$ cat src/rtl/fifo_wr_arbiter.sv
// Round-robin arbiter that shares the single write port of a synchronous FIFO among NUM_REQ producers.
// Define FIFO_WR_ARB_STATS_EN to add saturating per-producer write and drop statistics counters.
module fifo_wr_arbiter #(
  parameter int NUM_REQ    = 4,
  parameter int DATA_WIDTH = 16,
  parameter int MAX_BURST  = 4,
  parameter int CNT_WIDTH  = 16
) (
  input  logic                          clk,
  input  logic                          rst,
  input  logic [NUM_REQ-1:0]            req,
  input  logic [NUM_REQ*DATA_WIDTH-1:0] req_data,
  output logic [NUM_REQ-1:0]            gnt,
  input  logic                          fifo_full,
  input  logic                          fifo_almostfull,
  input  logic                          fifo_wr_ack,
  output logic                          fifo_wr_en,
  output logic [DATA_WIDTH-1:0]         fifo_data_in,
  output logic                          busy,
  output logic                          drop_err
`ifdef FIFO_WR_ARB_STATS_EN
  ,
  output logic [NUM_REQ*CNT_WIDTH-1:0]  wr_count,
  output logic [CNT_WIDTH-1:0]          drop_count
`endif
);

  localparam int IDX_W   = (NUM_REQ > 1) ? $clog2(NUM_REQ) : 1;
  localparam int BURST_W = $clog2(MAX_BURST + 1);

  typedef enum logic {IDLE, GRANT} state_t;

  state_t             state;
  logic [IDX_W-1:0]   rr_ptr;
  logic [IDX_W-1:0]   owner;
  logic [IDX_W-1:0]   pick_idx;
  logic [IDX_W-1:0]   next_ptr;
  logic [IDX_W:0]     scan_sum;
  logic [BURST_W-1:0] burst_cnt;
  logic               pick_valid;
  logic               owner_req;
  logic               transfer;
  logic               burst_done;
  logic               release_gnt;
  logic               wr_en_q;

  // Scan from rr_ptr upward with wrap; the first requester found wins.
  always_comb begin
    pick_valid = 1'b0;
    pick_idx   = '0;
    scan_sum   = '0;
    for (int k = 0; k < NUM_REQ; k++) begin
      scan_sum = {1'b0, rr_ptr} + (IDX_W+1)'(k);
      if (scan_sum >= (IDX_W+1)'(NUM_REQ))
        scan_sum = scan_sum - (IDX_W+1)'(NUM_REQ);
      if (!pick_valid && req[scan_sum[IDX_W-1:0]]) begin
        pick_valid = 1'b1;
        pick_idx   = scan_sum[IDX_W-1:0];
      end
    end
  end

  assign owner_req  = |(gnt & req);
  assign transfer   = owner_req & ~fifo_full;
  assign fifo_wr_en = transfer;

  // gnt is one-hot or zero, so OR-ing the masked slices acts as the data mux.
  always_comb begin
    fifo_data_in = '0;
    for (int i = 0; i < NUM_REQ; i++) begin
      if (gnt[i])
        fifo_data_in = fifo_data_in | req_data[i*DATA_WIDTH +: DATA_WIDTH];
    end
  end

  assign burst_done  = ((BURST_W+1)'(burst_cnt) + (BURST_W+1)'(1)) == (BURST_W+1)'(MAX_BURST);
  assign release_gnt = (state == GRANT) &
                       (~owner_req | (transfer & (burst_done | fifo_almostfull)));
  assign next_ptr    = (owner == IDX_W'(NUM_REQ-1)) ? '0 : owner + 1'b1;

  always_ff @(posedge clk) begin
    if (rst) begin
      state     <= IDLE;
      gnt       <= '0;
      owner     <= '0;
      rr_ptr    <= '0;
      burst_cnt <= '0;
      busy      <= 1'b0;
    end else begin
      case (state)
        IDLE: begin
          if (pick_valid && !fifo_full) begin
            state     <= GRANT;
            gnt       <= NUM_REQ'(1) << pick_idx;
            owner     <= pick_idx;
            burst_cnt <= '0;
            busy      <= 1'b1;
          end
        end
        GRANT: begin
          if (release_gnt) begin
            state     <= IDLE;
            gnt       <= '0;
            rr_ptr    <= next_ptr;
            burst_cnt <= '0;
            busy      <= 1'b0;
          end else if (transfer) begin
            burst_cnt <= burst_cnt + 1'b1;
          end
        end
        default: begin
          state <= IDLE;
          gnt   <= '0;
          busy  <= 1'b0;
        end
      endcase
    end
  end

  // The FIFO acks one cycle after wr_en; a missing ack is flagged the cycle after that.
  always_ff @(posedge clk) begin
    if (rst) begin
      wr_en_q  <= 1'b0;
      drop_err <= 1'b0;
    end else begin
      wr_en_q  <= fifo_wr_en;
      drop_err <= wr_en_q & ~fifo_wr_ack;
    end
  end

`ifdef FIFO_WR_ARB_STATS_EN
  localparam logic [CNT_WIDTH-1:0] CNT_MAX = '1;

  always_ff @(posedge clk) begin
    if (rst) begin
      wr_count   <= '0;
      drop_count <= '0;
    end else begin
      for (int i = 0; i < NUM_REQ; i++) begin
        if (fifo_wr_en && gnt[i] && (wr_count[i*CNT_WIDTH +: CNT_WIDTH] != CNT_MAX))
          wr_count[i*CNT_WIDTH +: CNT_WIDTH] <= wr_count[i*CNT_WIDTH +: CNT_WIDTH] + 1'b1;
      end
      if (wr_en_q && !fifo_wr_ack && (drop_count != CNT_MAX))
        drop_count <= drop_count + 1'b1;
    end
  end
`endif

endmodule

$ cat config.mk
export PLATFORM = sky130hd
export DESIGN_NAME = fifo_wr_arbiter
export DESIGN_NICKNAME = d
export VERILOG_FILES = /design/src/rtl/fifo_wr_arbiter.sv
export SDC_FILE = /design/constraint.sdc
export NUM_CORES = 1
export LEC_CHECK = 0
export CORE_MARGIN = 3
export CORE_UTILIZATION = 30
export CTS_BUF_LIST = sky130_fd_sc_hd__clkbuf_16
export DETAILED_ROUTE_END_ITERATION = 8
export PLACE_DENSITY = 0.76
export SYNTH_ARGS = -nofsm -noshare
export SYNTH_HDL_FRONTEND = slang
export SYNTH_SLANG_ARGS = --single-unit
$ cat constraint.sdc
create_clock -name clk -period 1.35 [get_ports clk]
set_input_delay 0.135 -clock clk [delete_from_list [all_inputs] [get_ports clk]]
set_output_delay 0.135 -clock clk [all_outputs]
set_load 0.005 [all_outputs]
# [Yosys cells after proc, flatten, opt, wreduce, memory -nomap -nowiden]
# Cells that the tools add are included.
# Widths: inputs -> output; s select.
[op_classes] add_sub_neg=10 mul=0 n_div=0 order_cmp=8 eq_ne=5 shift=1 n_mux=38 bitwise=14 reduce_logical=13
[ops] operator="$mux 16" count=4
[ops] operator="$or 16x16->16" count=3
[ops] operator="$mux 2" count=9
[ops] operator="$lt 2x3->1 const B" count=4
[ops] operator="$mux 1" count=12
[ops] operator="$ge 3x3->1 const B" count=3
[ops] operator="$mux 3" count=3
[ops] operator="$bmux 1 s2" count=4
[ops] operator="$mux 4" count=2
[ops] operator="$pmux 4 s2" count=1
[ops] operator="$reduce_and 2->1" count=4
[ops] operator="$sub 2x1->2 const B" count=4
[ops] operator="$add 2x2->3 const B" count=2
[ops] operator="$pmux 3 s2" count=1
[ops] operator="$add 3x1->4 const B" count=1
[ops] operator="$and 1x1->1" count=4
[ops] operator="$and 4x4->4" count=1
[ops] operator="$eq 4x3->1 const B" count=1
[ops] operator="$logic_and 1x1->1" count=4
[ops] operator="$logic_not 1->1" count=4
[ops] operator="$not 1->1" count=4
[ops] operator="$pmux 1 s2" count=2
[ops] operator="$reduce_or 4->1" count=1
[ops] operator="$shl 1x2->4 const A" count=1
[ops] operator="other kinds (9)" count=10
[word_totals] register_bits=15 latchBits=0 mem_bits_rw=0 romBits=0 out_inout_bits=23 word_cells=97 n_memories=0

# [Depth between registers and ports, before layout]
[logic_depth] depth_word=17 depth_mapped=5 mapped_depth_nobuf=5

# [Worst setup path after synthesis]
# No wires, ideal clock.
[synth_path] path_type="reg-to-reg" from="register burst_cnt[0]" to="register gnt[1]" setup_ps=92 arrival_ps=1321 slack_ps=-63 stages_incl_launch_ff=6 period_less_slack_ps=1413 path_cell_list="dfxtp_1 -> ha_1 -> nand3b_1 -> o311ai_1 -> a311o_2 -> o32ai_1"
[synth_via] elab_chain_cells=8
[synth_lines] element="from (decl)" line_no="39" text="logic [BURST_W-1:0] burst_cnt;"
[synth_lines] element="from (signal assigned)" line_no="108" text="burst_cnt <= burst_cnt + 1'b1;"
[synth_lines] element="$add 3x1->4" line_no="76" text="assign burst_done = ((BURST_W+1)'(burst_cnt) + (BURST_W+1)'(1)) == (BURST_W+1)'(MAX_BURST);"
[synth_lines] element="$eq 4x3->1" line_no="76"
[synth_lines] element="$or 1x1->1" line_no="78" text="(~owner_req | (transfer & (burst_done | fifo_almostfull)));"
[synth_lines] element="$and 1x1->1" line_no="78"
[synth_lines] element="$or 1x1->1" line_no="78"
[synth_lines] element="$and 1x1->1" line_no="77" text="assign release_gnt = (state == GRANT) &"
[synth_lines] element="$ne 2x1->1 (no source line)"
[synth_lines] element="$reduce_and 2->1 (no source line)"
[synth_lines] element="to (signal assigned)" line_no="94" text="gnt <= NUM_REQ'(1) << pick_idx;"
[synth_lines] element="to (decl)" line_no="13" text="output logic [NUM_REQ-1:0] gnt,"
# No other way between the ends.
# A chain may end at the register's enable or synchronous reset.

# [Worst setup path in the final report]
[layout_path] from="register gnt[3]" to="register gnt[3]"
[layout_via] elab_chain_cells=8 elab_cells_between_ends=9 cone_classes="1 x eq/ne; 6 x bitwise; 2 x reduce/logical"
[layout_lines] element="$and 4x4->4 (*)" line_no="63" text="assign owner_req = |(gnt & req);"
[layout_lines] element="$reduce_or 4->1 (*)" line_no="63"
[layout_lines] element="$and 1x1->1" line_no="64" text="assign transfer = owner_req & ~fifo_full;"
[layout_lines] element="$and 1x1->1" line_no="78"
[layout_lines] element="$or 1x1->1 (*)" line_no="78"
[layout_lines] element="$and 1x1->1 (*)" line_no="77"
[layout_lines] element="$ne 2x1->1 (no source line) (*)"
[layout_lines] element="$reduce_and 2->1 (no source line) (*)"
# Every way passes the cells marked *; elsewhere a longest branch is shown, timed or not.

==> metrics.yaml <==
floorplan:
  num_rows: 22
  die_width_um: 70.5
  die_area_mm2: 0.00497
  area_of_the_core_mm2: 0.00383
  initial_utilization_pct: 32.6
  chipHeight_um: 70.5
  boundaryPins: 96
run_status:
  violations: "negative setup slack"
  run_status: "finished, violations left"
global_route:
  first_global_vias: 1936
  grt_pass1_wl_mm: 9.99
  globalRouteOverflowTotal: 0
  grt_antenna_before_repair: 0
  grt_start_max_net_pins: 14
  total_grt_usage_pct: 25.1
sta:
  layout_worst_path_cycle_share_pct: 110
  setup_viol: 26
  tightest_pin_transition_ps: 453
  maxSlewViolCount: 0
  finalWorstSetupSlack_ps: -136
  tns_ps: -1430
  final_period_minus_worst_setup_slack_ps: 1490
  rsz0062_at_grt: "true"
  max-slew-margin-rel_pct: 69.5
  fin_skew_ps: 3.03
  timing.fmax_mhz: 673
  hold_viol_final: 0
setup_path:
  crit_path_max_incr_delay_ps: 370
  critical-path-slowest-cell: "sky130_fd_sc_hd__dfxtp_4"
  critPathRequiredTime_ps: 1490
  critPathTopFamily: "compound AO/OA/AOI/OAI gates"
  timing.critical_path.fanout_max: 5
  category_of_the_worst_setup_path_capture_point: "flop"
  critical_path_arrival_ps: 1630
  crit_buf_inv: 2
  startpoint_type: "flop"
  timing.critical_path.cells: "buf_6 -> a22oi_2 -> buf_4 -> and3_4 -> a311o_2 -> o32ai_2"
  worstSetupPathType: "reg -> reg"
clocking:
  post_cts_hold_buffer_count: 0
  clock_tree.buffer_depth: 2
  worstSkewPairLatency_ps: 250
  ctsHtreeMaxLevel: 1
  tritoncts.num_buffers: 3
  tritoncts_num_sinks: 15
  clkTransAtPathRegs_ps: 50
  root_buffer: "sky130_fd_sc_hd__clkbuf_16"
  tritoncts: "done"
cells_and_area:
  layout.cells.non_filler: 361
  post-route-util_pct: 81.7
  multi_input_area_mm2: 0.00117
  layout-drive-gt1-share_pct: 50.5
  area.sequential_um2: 329
  area_growth_pct: 150
  net_count_final: 390
  n_fill_cell: 209
  antennaDiodeCount: 0
logic_synthesis:
  postSynthCellCount: 160
  mappedNetlistNets: 236
  count_of_flip_flops_with_a_built_in_enable_after_synthesis: 0
  yosysSeqAreaShare_pct: 24.0
  synth_largest_type_area_fraction_pct: 24.0
  top_area_cells_in_the_synthesized_netlist: "sky130_fd_sc_hd__dfxtp_1 24%, sky130_fd_sc_hd__a22oi_1 20%, sky130_fd_sc_hd__nand2_1 7.5%"
  synth_most_common_cell: "sky130_fd_sc_hd__a22oi_1"
  number_of_warnings_reported_in_the_yosys_synthesis_log: 0
  synth.ff_latch_count: 15
  synth_async_sr_flop_share_pct: 0
  synth_area_per_cell_um2: 7.80
  synth_area_mm2: 0.00125
  netlist.top_cell.by_area: "sky130_fd_sc_hd__dfxtp_1"
  synth.top_cells.by_count: "33 x sky130_fd_sc_hd__a22oi_1, 25 x sky130_fd_sc_hd__nand2_1, 15 x sky130_fd_sc_hd__dfxtp_1, 8 x sky130_fd_sc_hd__inv_1, 5 x sky130_fd_sc_hd__a21oi_1"
  synth_flop_cell: "sky130_fd_sc_hd__dfxtp_1"
  ys_types: 44
detailed_routing:
  first_pass_iters: 4
  detailedRoute.firstIterationViolations: 156
  wl_mm: 7.47
  route.antenna.remaining_nets: 0
  dr_vias: 2035
  remaining_drc_errors: 0
  viasPerCell: 5.64
  drt-wirelength-per-cell_um: 20.7
placed_design:
  dp.final_hpwl_mm: 4.15
  preCtsSetupSlack_ps: -437
  numPlacedInstances: 322
  final_estimated_routing_congestion_in_global_placement: 0.925
  numPortBuffers: 95
power_and_ir_drop:
  ir_worst_vdd_v: 0.000950
  cellLeakagePower_uw: 0.00135
  powerDensity_mw_per_mm2: 669
  fin_total_pwr_uw: 2090
hold_path:
  hp-class: "in -> reg"
flow_run:
  max_cap_viol_count: 0
[sequential cells by signal, indices dropped and copies added, names as in the netlist]
name       count
burst_cnt      3
busy           1
drop_err       1
gnt            4
owner          2
rr_ptr         2
state          1
wr_en_q        1
[logic make-up (layout without fill, tap and decap cells)]
| group | after synthesis | in the layout | synth area share, % |
|---|---|---|---|
| buffers and inverters | 20 | 173 | 9.62 |
| AO/OA/AOI/OAI | 67 | 67 | 40.2 |
| AND/OR/NAND/NOR | 55 | 55 | 23.1 |
| adder cells (fa/ha/maj) | 3 | 3 | 3.01 |
| flip-flops | 15 | 15 | 24.0 |
[final timing paths]
path / startpoint / end / slack [ps] / cells past startpoint
max: gnt[3] / gnt[3] / -140 / 6
min: fifo_wr_ack / drop_err / 430 / 2
min reg2reg: wr_en_q / drop_err / 460 / 1
max reg2reg: gnt[3] / gnt[3] / -140 / 6
[through the flow]
stage | cell area, um^2 | hold slack (ps)
floorplan | 1270 | 211
global placement | 2440 | 453
detailed placement | 2440 | 446
CTS | 2910 | 435
global route | 3130 | 449
finish | 3130 | 431
[worst register-to-register path, delay by kind of cell (launching register included)]
kind | cells | cell delay, ps
compound gates | 3 | 560
flops | 1 | 370
buf+inv | 2 | 270
simple gates | 1 | 170
[layout make-up]
type                            instances  area share [%]
Inverter                                8           0.961
Clock buffer                            3            2.40
Timing Repair Buffer                  161            46.7
Multi-Input combinational cell        125            37.4
Sequential cell                        15            10.5
Tap cell                               48            1.92
Clock inverter                          1           0.120
[cell usage in the layout, fill, tap and decap left out, types with 3 or more instances in the layout]
master                             n
sky130_fd_sc_hd__inv_1             9
sky130_fd_sc_hd__buf_6            13
sky130_fd_sc_hd__a22oi_2          33
sky130_fd_sc_hd__dfxtp_1           6
sky130_fd_sc_hd__nand4_1           3
sky130_fd_sc_hd__clkbuf_2         10
sky130_fd_sc_hd__nand2_1          23
sky130_fd_sc_hd__buf_8             4
sky130_fd_sc_hd__o32ai_2           4
sky130_fd_sc_hd__buf_4            47
sky130_fd_sc_hd__nor2_1            4
sky130_fd_sc_hd__a21oi_1           3
sky130_fd_sc_hd__buf_2             9
sky130_fd_sc_hd__nor3b_1           3
sky130_fd_sc_hd__nand3_1           4
sky130_fd_sc_hd__clkdlybuf4s50_1  69
sky130_fd_sc_hd__dlymetal6s2s_1    3
sky130_fd_sc_hd__dlygate4sd2_1     3
sky130_fd_sc_hd__o31ai_1           3
sky130_fd_sc_hd__dfxtp_4           7
sky130_fd_sc_hd__clkbuf_16         3
[routing by layer]
metal | track usage, % | share of wire (%) | vias up | wire (um)
li1 | - | - | 928 | -
met1 | 30.9 | 38 | 976 | 2860
met2 | 44.7 | 52 | 107 | 3900
met3 | 3.31 | 6.2 | 24 | 466
met4 | 8.09 | 3.3 | 0 | 244
met5 | 0 | 0 | - | 0
[power breakdown]
group | internal (uW) | switching (uW) | leakage [uW]
Combinational | 587 | 421 | 0.00118
Sequential | 469 | 38.3 | 0.000128
Clock | 393 | 184 | 0.0000423
Total | 1450 | 643 | 0.00135
[repair_timing]
action,CTS,global route
setup endpoints to repair,34,31
gates resized for setup,109,64
endpoints found under the hold margin,0,0
setup buffers,21,14
pin swaps,15,35
(Power assumes the default switching activity.)
